$ cat src/rtl/atm_pkg.sv
// ============================================================================
// Module   : atm_pkg
// Brief    : Shared opcodes, status codes, widths and the constant account table.
// Revision : 1.0
// ============================================================================
`default_nettype none

package atm_pkg;

    localparam int ACC_W      = 12;
    localparam int PIN_W      = 4;
    localparam int AMT_W      = 11;
    localparam int BAL_W      = 16;
    localparam int TABLE_SIZE = 10;
    localparam int IDX_W      = 4;

    typedef enum logic [2:0] {
        OP_AUTH     = 3'd0,
        OP_BALANCE  = 3'd1,
        OP_WITHDRAW = 3'd2,
        OP_TRANSFER = 3'd3,
        OP_LOGOUT   = 3'd4
    } op_e;

    typedef enum logic [2:0] {
        ST_OK           = 3'd0,
        ST_BAD_CRED     = 3'd1,
        ST_INSUFFICIENT = 3'd2,
        ST_NO_DEST      = 3'd3,
        ST_NOT_AUTH     = 3'd4,
        ST_LOCKED       = 3'd5,
        ST_OVERFLOW     = 3'd6,
        ST_BAD_OP       = 3'd7
    } status_e;

    localparam logic [ACC_W-1:0] ACCT_NUM [TABLE_SIZE] = '{
        12'd1,    12'd2175, 12'd2429, 12'd2125, 12'd2178,
        12'd2647, 12'd2816, 12'd2910, 12'd2299, 12'd2689
    };

    // Entry i is protected by PIN i.
    localparam logic [PIN_W-1:0] ACCT_PIN [TABLE_SIZE] = '{
        4'd0, 4'd1, 4'd2, 4'd3, 4'd4, 4'd5, 4'd6, 4'd7, 4'd8, 4'd9
    };

endpackage

`default_nettype wire

$ cat src/rtl/atm_acct_lookup.sv
// ============================================================================
// Module   : atm_acct_lookup
// Brief    : Sequential account-table scanner resolving two keys in parallel.
// Revision : 1.0
// ============================================================================
`default_nettype none

module atm_acct_lookup
    import atm_pkg::*;
#(
    parameter int NUM_ACCTS = TABLE_SIZE
) (
    input  logic             clk,
    input  logic             rst_n,
    input  logic             start,
    input  logic [ACC_W-1:0] src_key,
    input  logic [ACC_W-1:0] dst_key,
    output logic             done,
    output logic             src_hit,
    output logic [IDX_W-1:0] src_idx,
    output logic             dst_hit,
    output logic [IDX_W-1:0] dst_idx
);

    localparam logic [IDX_W-1:0] C_LAST_IDX = IDX_W'(NUM_ACCTS - 1);

    logic             r_busy;
    logic [IDX_W-1:0] r_idx;

    // Keys are sampled from the cycle after start; hit flags keep the first match.
    always_ff @(posedge clk or negedge rst_n) begin
        if (!rst_n) begin
            r_busy  <= 1'b0;
            r_idx   <= '0;
            done    <= 1'b0;
            src_hit <= 1'b0;
            src_idx <= '0;
            dst_hit <= 1'b0;
            dst_idx <= '0;
        end else if (start) begin
            r_busy  <= 1'b1;
            r_idx   <= '0;
            done    <= 1'b0;
            src_hit <= 1'b0;
            dst_hit <= 1'b0;
        end else if (r_busy) begin
            if (!src_hit && (ACCT_NUM[r_idx] == src_key)) begin
                src_hit <= 1'b1;
                src_idx <= r_idx;
            end
            if (!dst_hit && (ACCT_NUM[r_idx] == dst_key)) begin
                dst_hit <= 1'b1;
                dst_idx <= r_idx;
            end
            if (r_idx == C_LAST_IDX) begin
                r_busy <= 1'b0;
                done   <= 1'b1;
            end else begin
                r_idx <= r_idx + 1'b1;
            end
        end else begin
            done <= 1'b0;
        end
    end

endmodule

`default_nettype wire

$ cat src/rtl/atm_ledger_server.sv
// ============================================================================
// Module   : atm_ledger_server
// Brief    : Bank-side ATM responder owning balances, PIN lockout and session.
// Revision : 1.0
// ============================================================================
`default_nettype none

module atm_ledger_server
    import atm_pkg::*;
#(
    parameter int               NUM_ACCTS     = 10,
    parameter logic [BAL_W-1:0] INIT_BALANCE  = 16'd500,
    parameter int               MAX_PIN_FAILS = 3
) (
    input  logic             clk,
    input  logic             rst_n,
    input  logic             req_valid,
    output logic             req_ready,
    input  logic [2:0]       req_op,
    input  logic [ACC_W-1:0] req_acc,
    input  logic [PIN_W-1:0] req_pin,
    input  logic [ACC_W-1:0] req_dest,
    input  logic [AMT_W-1:0] req_amount,
    output logic             rsp_valid,
    input  logic             rsp_ready,
    output logic [2:0]       rsp_status,
    output logic [BAL_W-1:0] rsp_balance,
    output logic             session_active
);

    localparam int               FAIL_W       = $clog2(MAX_PIN_FAILS + 1);
    localparam logic [FAIL_W-1:0] C_LOCK_AT   = FAIL_W'(MAX_PIN_FAILS - 1);

    localparam logic [1:0] S_IDLE   = 2'd0;
    localparam logic [1:0] S_LOOKUP = 2'd1;
    localparam logic [1:0] S_EXEC   = 2'd2;
    localparam logic [1:0] S_RESP   = 2'd3;

    logic [1:0]        r_state, w_state_nxt;
    logic [2:0]        r_op;
    logic [ACC_W-1:0]  r_acc, r_dest;
    logic [PIN_W-1:0]  r_pin;
    logic [AMT_W-1:0]  r_amt;
    logic [BAL_W-1:0]  r_bal   [TABLE_SIZE];
    logic [FAIL_W-1:0] r_fails [TABLE_SIZE];
    logic [TABLE_SIZE-1:0] r_locked;
    logic              r_sess;
    logic [IDX_W-1:0]  r_sidx;

    logic              w_accept;
    logic              lk_done, lk_src_hit, lk_dst_hit;
    logic [IDX_W-1:0]  lk_src_idx, lk_dst_idx;

    status_e           w_status;
    logic [BAL_W-1:0]  w_rsp_bal;
    logic              w_sess_nxt;
    logic [IDX_W-1:0]  w_sidx_nxt;
    logic              w_src_we, w_dst_we, w_fail_inc, w_fail_clr, w_lock;
    logic [BAL_W-1:0]  w_src_new, w_dst_new;
    logic [BAL_W-1:0]  w_src_bal, w_dst_bal, w_amt_ext;
    logic [BAL_W:0]    w_dst_sum;

    assign w_accept       = req_valid && req_ready;
    assign session_active = r_sess;

    atm_acct_lookup #(
        .NUM_ACCTS (NUM_ACCTS)
    ) u_lookup (
        .clk     (clk),
        .rst_n   (rst_n),
        .start   (w_accept),
        .src_key (r_acc),
        .dst_key (r_dest),
        .done    (lk_done),
        .src_hit (lk_src_hit),
        .src_idx (lk_src_idx),
        .dst_hit (lk_dst_hit),
        .dst_idx (lk_dst_idx)
    );

    always_ff @(posedge clk or negedge rst_n) begin
        if (!rst_n) begin
            r_state <= S_IDLE;
        end else begin
            r_state <= w_state_nxt;
        end
    end

    always_comb begin
        w_state_nxt = r_state;
        case (r_state)
            S_IDLE:   if (w_accept) w_state_nxt = S_LOOKUP;
            S_LOOKUP: if (lk_done) w_state_nxt = S_EXEC;
            S_EXEC:   w_state_nxt = S_RESP;
            S_RESP:   if (rsp_valid && rsp_ready) w_state_nxt = S_IDLE;
            default:  w_state_nxt = S_IDLE;
        endcase
    end

    assign w_src_bal = r_bal[r_sidx];
    assign w_dst_bal = r_bal[lk_dst_idx];
    assign w_amt_ext = {{(BAL_W-AMT_W){1'b0}}, r_amt};
    assign w_dst_sum = {1'b0, w_dst_bal} + {1'b0, w_amt_ext};

    // Outcome of the captured request; only consumed while in EXEC.
    always_comb begin
        w_status   = ST_OK;
        w_rsp_bal  = '0;
        w_sess_nxt = r_sess;
        w_sidx_nxt = r_sidx;
        w_src_we   = 1'b0;
        w_src_new  = w_src_bal - w_amt_ext;
        w_dst_we   = 1'b0;
        w_dst_new  = w_dst_sum[BAL_W-1:0];
        w_fail_inc = 1'b0;
        w_fail_clr = 1'b0;
        w_lock     = 1'b0;
        case (r_op)
            OP_AUTH: begin
                w_sess_nxt = 1'b0;
                if (!lk_src_hit) begin
                    w_status = ST_BAD_CRED;
                end else if (r_locked[lk_src_idx]) begin
                    w_status = ST_LOCKED;
                end else if (r_pin != ACCT_PIN[lk_src_idx]) begin
                    w_status   = ST_BAD_CRED;
                    w_fail_inc = 1'b1;
                    w_lock     = (r_fails[lk_src_idx] == C_LOCK_AT);
                end else begin
                    w_fail_clr = 1'b1;
                    w_sess_nxt = 1'b1;
                    w_sidx_nxt = lk_src_idx;
                    w_rsp_bal  = r_bal[lk_src_idx];
                end
            end
            OP_BALANCE, OP_WITHDRAW, OP_TRANSFER: begin
                if (!r_sess) begin
                    w_status = ST_NOT_AUTH;
                end else begin
                    w_rsp_bal = w_src_bal;
                    if (r_op == OP_WITHDRAW) begin
                        if (w_amt_ext > w_src_bal) begin
                            w_status = ST_INSUFFICIENT;
                        end else begin
                            w_src_we  = 1'b1;
                            w_rsp_bal = w_src_new;
                        end
                    end else if (r_op == OP_TRANSFER) begin
                        if (!lk_dst_hit) begin
                            w_status = ST_NO_DEST;
                        end else if (w_amt_ext > w_src_bal) begin
                            w_status = ST_INSUFFICIENT;
                        end else if (w_dst_sum[BAL_W]) begin
                            w_status = ST_OVERFLOW;
                        end else if (lk_dst_idx != r_sidx) begin
                            w_src_we  = 1'b1;
                            w_dst_we  = 1'b1;
                            w_rsp_bal = w_src_new;
                        end
                    end
                end
            end
            OP_LOGOUT: w_sess_nxt = 1'b0;
            default:   w_status = ST_BAD_OP;
        endcase
    end

    always_ff @(posedge clk or negedge rst_n) begin
        if (!rst_n) begin
            req_ready   <= 1'b0;
            rsp_valid   <= 1'b0;
            rsp_status  <= '0;
            rsp_balance <= '0;
            r_sess      <= 1'b0;
            r_sidx      <= '0;
            r_op        <= '0;
            r_acc       <= '0;
            r_dest      <= '0;
            r_pin       <= '0;
            r_amt       <= '0;
        end else begin
            req_ready <= (w_state_nxt == S_IDLE);
            if (w_accept) begin
                r_op   <= req_op;
                r_acc  <= req_acc;
                r_dest <= req_dest;
                r_pin  <= req_pin;
                r_amt  <= req_amount;
            end
            if (r_state == S_EXEC) begin
                rsp_valid   <= 1'b1;
                rsp_status  <= w_status;
                rsp_balance <= w_rsp_bal;
                r_sess      <= w_sess_nxt;
                r_sidx      <= w_sidx_nxt;
            end else if (rsp_valid && rsp_ready) begin
                rsp_valid <= 1'b0;
            end
        end
    end

    always_ff @(posedge clk or negedge rst_n) begin
        if (!rst_n) begin
            for (int i = 0; i < TABLE_SIZE; i++) begin
                r_bal[i]   <= INIT_BALANCE;
                r_fails[i] <= '0;
            end
            r_locked <= '0;
        end else if (r_state == S_EXEC) begin
            for (int i = 0; i < TABLE_SIZE; i++) begin
                if (w_src_we && (r_sidx == IDX_W'(i)))
                    r_bal[i] <= w_src_new;
                if (w_dst_we && (lk_dst_idx == IDX_W'(i)))
                    r_bal[i] <= w_dst_new;
                if (lk_src_idx == IDX_W'(i)) begin
                    if (w_fail_clr)
                        r_fails[i] <= '0;
                    else if (w_fail_inc)
                        r_fails[i] <= r_fails[i] + 1'b1;
                    if (w_lock)
                        r_locked[i] <= 1'b1;
                end
            end
        end
    end

endmodule

`default_nettype wire

$ cat config.mk
export PLATFORM = sky130hd
export DESIGN_NAME = atm_ledger_server
export DESIGN_NICKNAME = d
export VERILOG_FILES = /design/src/rtl/atm_pkg.sv /design/src/rtl/atm_acct_lookup.sv /design/src/rtl/atm_ledger_server.sv
export SDC_FILE = /design/constraint.sdc
export NUM_CORES = 1
export LEC_CHECK = 0
export CELL_PAD_IN_SITES_DETAIL_PLACEMENT = 1
export CELL_PAD_IN_SITES_GLOBAL_PLACEMENT = 1
export CORE_MARGIN = 4
export CORE_UTILIZATION = 51
export CTS_CLUSTER_DIAMETER = 80
export DETAILED_ROUTE_END_ITERATION = 16
export GPL_TIMING_DRIVEN = 0
export PLACE_DENSITY_LB_ADDON = 0.1
export SKIP_CTS_REPAIR_TIMING = 1
export SLEW_MARGIN = 15
export SYNTH_ARGS = -nofsm -noshare
export SYNTH_HDL_FRONTEND = slang
export SYNTH_HIERARCHICAL = 1
export SYNTH_SLANG_ARGS = --single-unit
$ cat constraint.sdc
create_clock -name clk -period 7.1 [get_ports clk]
set_clock_uncertainty 0.05 [all_clocks]
set_input_delay 1.775 -clock clk [delete_from_list [all_inputs] [get_ports clk]]
set_output_delay 1.775 -clock clk [all_outputs]
set_load 0.005 [all_outputs]
# Word-level counts from Yosys, hierarchy flattened
# Memory sizes are Yosys's and may differ from the RTL's.
# Index checks and enable logic that the tools add are counted.
# classes
n_addsub	13
order_cmp	6
eq_ne	42
mux	127
n_bitwise	7
n_reduce_logical	86
# op_table
cell	n
16-bit two-way mux	37
16-bit binary-select mux with 4-bit select	3
3-bit AND reduction	22
2-bit two-way mux	26
4-bit by 3-bit == test with 1-bit output, second input constant	12
1-bit two-way mux	40
16-bit one-hot mux with 2 select lines	1
2-bit nonzero test	16
4-bit == test, second input constant	7
2-bit AND reduction	14
12-bit == test	2
4-bit by 2-bit == test with 1-bit output, second input constant	6
1-bit logical AND	24
12-bit two-way mux	2
3-bit two-way mux	8
2-bit by 1-bit adder with 2-bit output, second input constant	10
5-bit greater-or-equal comparator, second input constant	4
4-bit two-way mux	5
4-bit NOT with 5-bit output	4
16-bit by 11-bit adder with 17-bit output	1
11-bit by 16-bit greater-than comparator with 1-bit output	1
16-bit by 11-bit subtractor with 16-bit output	1
4-bit by 1-bit == test with 1-bit output, second input constant	3
4-bit logical NOT	3
other kinds (21)	29
# word_totals
register_bits	276
mem_bits_ro	256
inputBits	46
output_inout_bits	22
wordCells	332
n_memories	2
# memory_table
memory	words	word_bits	read_ports	rd_clocked_by_memory_dff	write_ports	line_no	source
(name not given)	16	12	1	0	0	atm_acct_lookup.sv:47	if (!src_hit && (ACCT_NUM[r_idx] == src_key)) begin
(name not given)	16	4	1	0	0	atm_ledger_server.sv:125	end else if (r_pin != ACCT_PIN[lk_src_idx]) begin

# Longest topological paths before layout
# logic_depth
word_depth	15
depth_mapped	23
depth_no_buf	15

# Modules after synthesis
# Netlist, hierarchy kept.
# modules_own_cells
module	instances	cells_per_inst	area_per_inst_um2	seq_area_each_um2
atm_ledger_server	1	1539	18047.3	6581.3
atm_acct_lookup	1	152	1387.6	400.4

# Worst setup path before layout
# Ideal clock, no wire load.
# synth_path
path_kind	register to register
start	register u_lookup.dst_idx[0]
end	register r_bal[9] (netlist bit)
setup_ns	0.128
arrival_time_ns	5.197
required_time_ns	6.922
slack_ns	1.726
stages_incl_launch_ff	20
n_path_buf	6
period_less_slack_ns	5.374
path_cell_list	dfrtp_1 > buf_4 > buf_6 > clkbuf_1 > buf_1 > mux4_2 > mux2i_1 > o21ai_0 > ha_1 > fa_1 > a211oi_1 > o211ai_1 > a41oi_1 > nor2_1 > a21oi_4 > buf_6 > o2111ai_4 > o22ai_4 > buf_6 > mux2_1
# synth_via
elab_chain_cells	15
elab_cells_between_ends	23
classes_between	add/sub (1); eq/ne (2); mux (15); bitwise (1); reduce/logical (4)
# synth_rtl
item	line_no	source
from (decl)	atm_acct_lookup.sv:22	output logic [IDX_W-1:0] dst_idx
from (signal assigned)	atm_acct_lookup.sv:53	dst_idx <= r_idx;
4-bit NOT with 5-bit output (not written as such)	atm_ledger_server.sv:101	assign w_dst_bal = r_bal[lk_dst_idx];
16-bit binary-select mux with 4-bit select	atm_ledger_server.sv:101	
16-bit two-way mux (not written as such) (2 in series)	atm_ledger_server.sv:101	
16-bit by 11-bit adder with 17-bit output	atm_ledger_server.sv:103	assign w_dst_sum = {1'b0, w_dst_bal} + {1'b0, w_amt_ext};
1-bit two-way mux	atm_ledger_server.sv:153	end else if (w_dst_sum[BAL_W]) begin
1-bit two-way mux	atm_ledger_server.sv:151	end else if (w_amt_ext > w_src_bal) begin
1-bit two-way mux	atm_ledger_server.sv:149	if (!lk_dst_hit) begin
1-bit two-way mux	atm_ledger_server.sv:148	end else if (r_op == OP_TRANSFER) begin
1-bit two-way mux	atm_ledger_server.sv:141	if (r_op == OP_WITHDRAW) begin
1-bit two-way mux	atm_ledger_server.sv:137	if (!r_sess) begin
1-bit two-way mux	atm_ledger_server.sv:118	case (r_op)
1-bit logical AND, on equally long branches	atm_ledger_server.sv:211, atm_ledger_server.sv:213	
2-bit nonzero test (no source line)	-	
2-bit AND reduction (no source line)	-	
to (signal, indexed assignment)	atm_ledger_server.sv:212	r_bal[i] <= w_src_new;
to (signal, indexed assignment)	atm_ledger_server.sv:214	r_bal[i] <= w_dst_new;
to (decl)	atm_ledger_server.sv:44	logic [BAL_W-1:0] r_bal [TABLE_SIZE];
# Several ways; a longest one is shown, not always the timed one. The select of a mux whose other input is x is not followed.
# A chain may end at the register's enable or synchronous reset.

# Worst setup path in the final report
# layout_path
start	register u_lookup.dst_idx[0]
end	register r_bal[89] (netlist bit)
# Same word-level chain as after synthesis.

==> results.yml <==
route:
  vias: 15300
  vias_per_cell: 6.57
  drc_errors: 0
  post_drt_wl_per_cell_um: 28.7
  drtIter0Drc: 1338
  firstDrtPassIters: 5
  drt_wl_total_mm: 66.9
  ant_nets: 0
synthesis:
  ys_seq_elements: 276
  synth-edff-count: 0
  netlist.area_leader.share: 0.278
  synth_nets: 1769
  synthDistinctLibCells: 89
  syn_avg_cell_area_um2: 11.5
  ys_top_cells_by_area: "dfrtp_1 28%, mux2i_1 13%, mux4_2 10%, dfstp_2 8.1%, mux2_2 7.7%"
  postSynth.asyncResetShare: 1.00
  synth_top_flop_cell: "dfrtp_1"
  seq_area_frac_synth: 0.359
  yosys_warnings: 6
  synth_area_um2: 19400
  synth_top_cell_by_area: "dfrtp_1"
  synth_cells: 1691
power:
  vdd_drop_max_v: 0.000246
  power_mw: 6.18
  powerDensity_nw_per_um2: 282
  leakage_nw: 9.38
timing:
  min_period_over_period: 0.963
  timing.fmax_mhz: 146
  rsz0062_at_grt: "no"
  worst_slew_pin_slew_ns: 1.29
  fin_crit_ns: 6.84
  finalHoldViolCount: 0
  slew_headroom: 0.138
  slew_violations: 0
  tns_ns: 0
  setup_viol: 0
floorplanning:
  fp-row-count: 71
  core_area_um2: 37700
  initial_core_util: 0.516
  ios: 68
  fp.dieW_um: 203
  fp.dieArea_um2: 41300
  die_h_um: 203
cells_and_area:
  fin_area_um2: 22000
  final_cells: 2332
  fillers: 3981
  syn_to_final_growth_pct: 13.0
  antennaDiodeCount: 0
  final_nets: 1875
  layout-drive-gt1-share: 0.259
critical_path:
  crit_fanout: 10
  critPathKind: "reg -> reg"
  startpoint_type: "register"
  critical_path_required_ns: 7.47
  r2r_end: "r_bal[89]$_DFFE_PN0P_"
  cpMaxStageDelayCell: "mux4_2"
  path_cells: "buf_4 > buf_6 > clkbuf_1 > clkbuf_2 > mux4_2 > mux2i_1 > o21ai_0 > ha_1 > fa_1 > a211oi_1 > o211ai_1 > a41oi_2 > nor2_1 > a21oi_4 > buf_6 > nand3_1 > buf_4 > o22ai_4 > buf_4 > mux2_1"
  slowest_delay_ns: 0.60
  r2r-start: "u_lookup/dst_idx[0]$_DFFE_PN0P_"
  ff2ff_setup_slack_ns: 0.26
  setup.worst_path.end: "r_bal[89]$_DFFE_PN0P_"
  crit_path_end_kind: "register"
  startpoint: "u_lookup/dst_idx[0]$_DFFE_PN0P_"
  arrival_ns: 7.21
  cpMostUsedCell: "buf_4"
  reg2reg_depth: 20
global_route:
  grt_pass1_wl_mm: 102
  grt_overflow_total: 0
  use_met1: 0.458
  met3_usage: 0.0779
  grt_max_degree: 101
  grt-busiest-layer: "met2"
  antenna_found_initial: 1
  grtUsageMet2: 0.493
  grt_usage: 0.323
  grt_pass1_vias: 16100
placed_design:
  dp_hpwl_mm: 48.4
  portBuffers: 67
  gp_congestion: 0.925
  placed_area_um2: 20800
  placed_cells: 2271
worst_hold_path:
  hp-class: "reg -> reg"
clocking:
  cts.clk_slew.worst_paths_ns: 0.06
  cts_buffers: 35
  clk_path_buf_depth: 3
  htree_levels: 2
  insertion_delay_ns: 0.55
  cts_root_buffer: "clkbuf_16"
  cts_tree: "done"
  cts.sinks: 276
flow_run:
  maxCapViolCount: 0
outcome:
  outcome: "finished clean"
stage by stage:
stage               utilization  setup WS [ns]  hold WS (ns)
floorplan                     -           1.73         0.373
global placement          0.551          -8.12         0.382
detailed placement        0.553         -0.210         0.394
CTS                       0.582         -0.277         0.407
global route              0.583          0.106         0.420
finish                    0.583          0.261         0.405
layout by cell type, fill, tap and decap left out, types with 37 or more instances in the layout:
cell and n:
mux2_1 49, dfstp_2 60, mux2i_1 243, clkdlybuf4s50_1 66, clkbuf_1 63, mux4_2 90
nand2_1 77, mux2_2 133, o21ai_0 129, dfrtp_1 216, inv_1 37, nor2_1 86
cells in the mapped netlist, types with 37 or more instances:
| cell | n |
|---|---|
| dfstp_2 | 60 |
| mux4_2 | 90 |
| o21ai_0 | 129 |
| mux2_1 | 49 |
| nand2_1 | 77 |
| mux2_2 | 133 |
| mux2i_1 | 243 |
| clkbuf_1 | 54 |
| inv_1 | 37 |
| nor2_1 | 86 |
| dfrtp_1 | 216 |
state kept, by name, summed over array words and instances (netlist names), 2 cells and up:
register          cells
u_lookup/src_idx      4
u_lookup/r_idx        4
r_amt                11
r_bal               160
r_op                  3
rsp_status            3
r_locked             10
rsp_balance          16
r_fails              20
r_state               2
u_lookup/dst_idx      4
r_pin                 4
r_dest               12
r_acc                12
r_sidx                4
cells by family after synthesis:
group,synth area share
AO/OA/AOI/OAI,0.107
XOR/XNOR,0.0216
AND/OR/NAND/NOR,0.0854
buffers and inverters,0.0478
flip-flops,0.359
multiplexers,0.358
adder cells (fa/ha/maj),0.0214
worst max-delay path, delay by kind of cell, from the launching register on:
family	cells	cell delay, ns
buffers and inverters	7	2.19
AO/OA/AOI/OAI	6	1.99
multiplexers	3	1.16
adder cells (fa/ha/maj)	2	0.71
flip-flops	1	0.34
AND/OR/NAND/NOR	2	0.24
worst min path at each step:
stage / cells after the start / from / to
6_report: 1 / r_locked[5]$_DFFE_PN0P_ / r_locked[5]$_DFFE_PN0P_
5_1_grt: 1 / r_locked[5]$_DFFE_PN0P_ / r_locked[5]$_DFFE_PN0P_
4_1_cts: 1 / r_locked[5]$_DFFE_PN0P_ / r_locked[5]$_DFFE_PN0P_
3_5_place_dp: 1 / r_locked[5]$_DFFE_PN0P_ / r_locked[5]$_DFFE_PN0P_
3_3_place_gp: 1 / r_locked[2]$_DFFE_PN0P_ / r_locked[2]$_DFFE_PN0P_
2_1_floorplan: 1 / r_locked[2]$_DFFE_PN0P_ / r_locked[2]$_DFFE_PN0P_
report_power, final:
group	switching, mW	total (mW)	internal, mW
registers	0.221	2.02	1.80
logic	1.44	2.39	0.943
clock network	0.715	1.78	1.07
total	2.38	6.18	3.80
layout make-up:
cell class	instances	area, um^2	share of cell area
plain buffers	133	787	0.0358
multi-input cells	1243	11600	0.526
clock buffers	53	1020	0.0466
clock inverters	8	96.3	0.00439
flip-flops and latches	276	6980	0.318
inverters	39	146	0.00667
well taps	511	639	0.0291
repair buffers	69	731	0.0333
metal layers:
layer  vias to the layer above  wire length (um)
li1                       6559                 -
met1                      7926             29000
met2                       672             29700
met3                       155              6090
met4                         4              2040
met5                         -                79
Power figures use the tool's default switching activity.
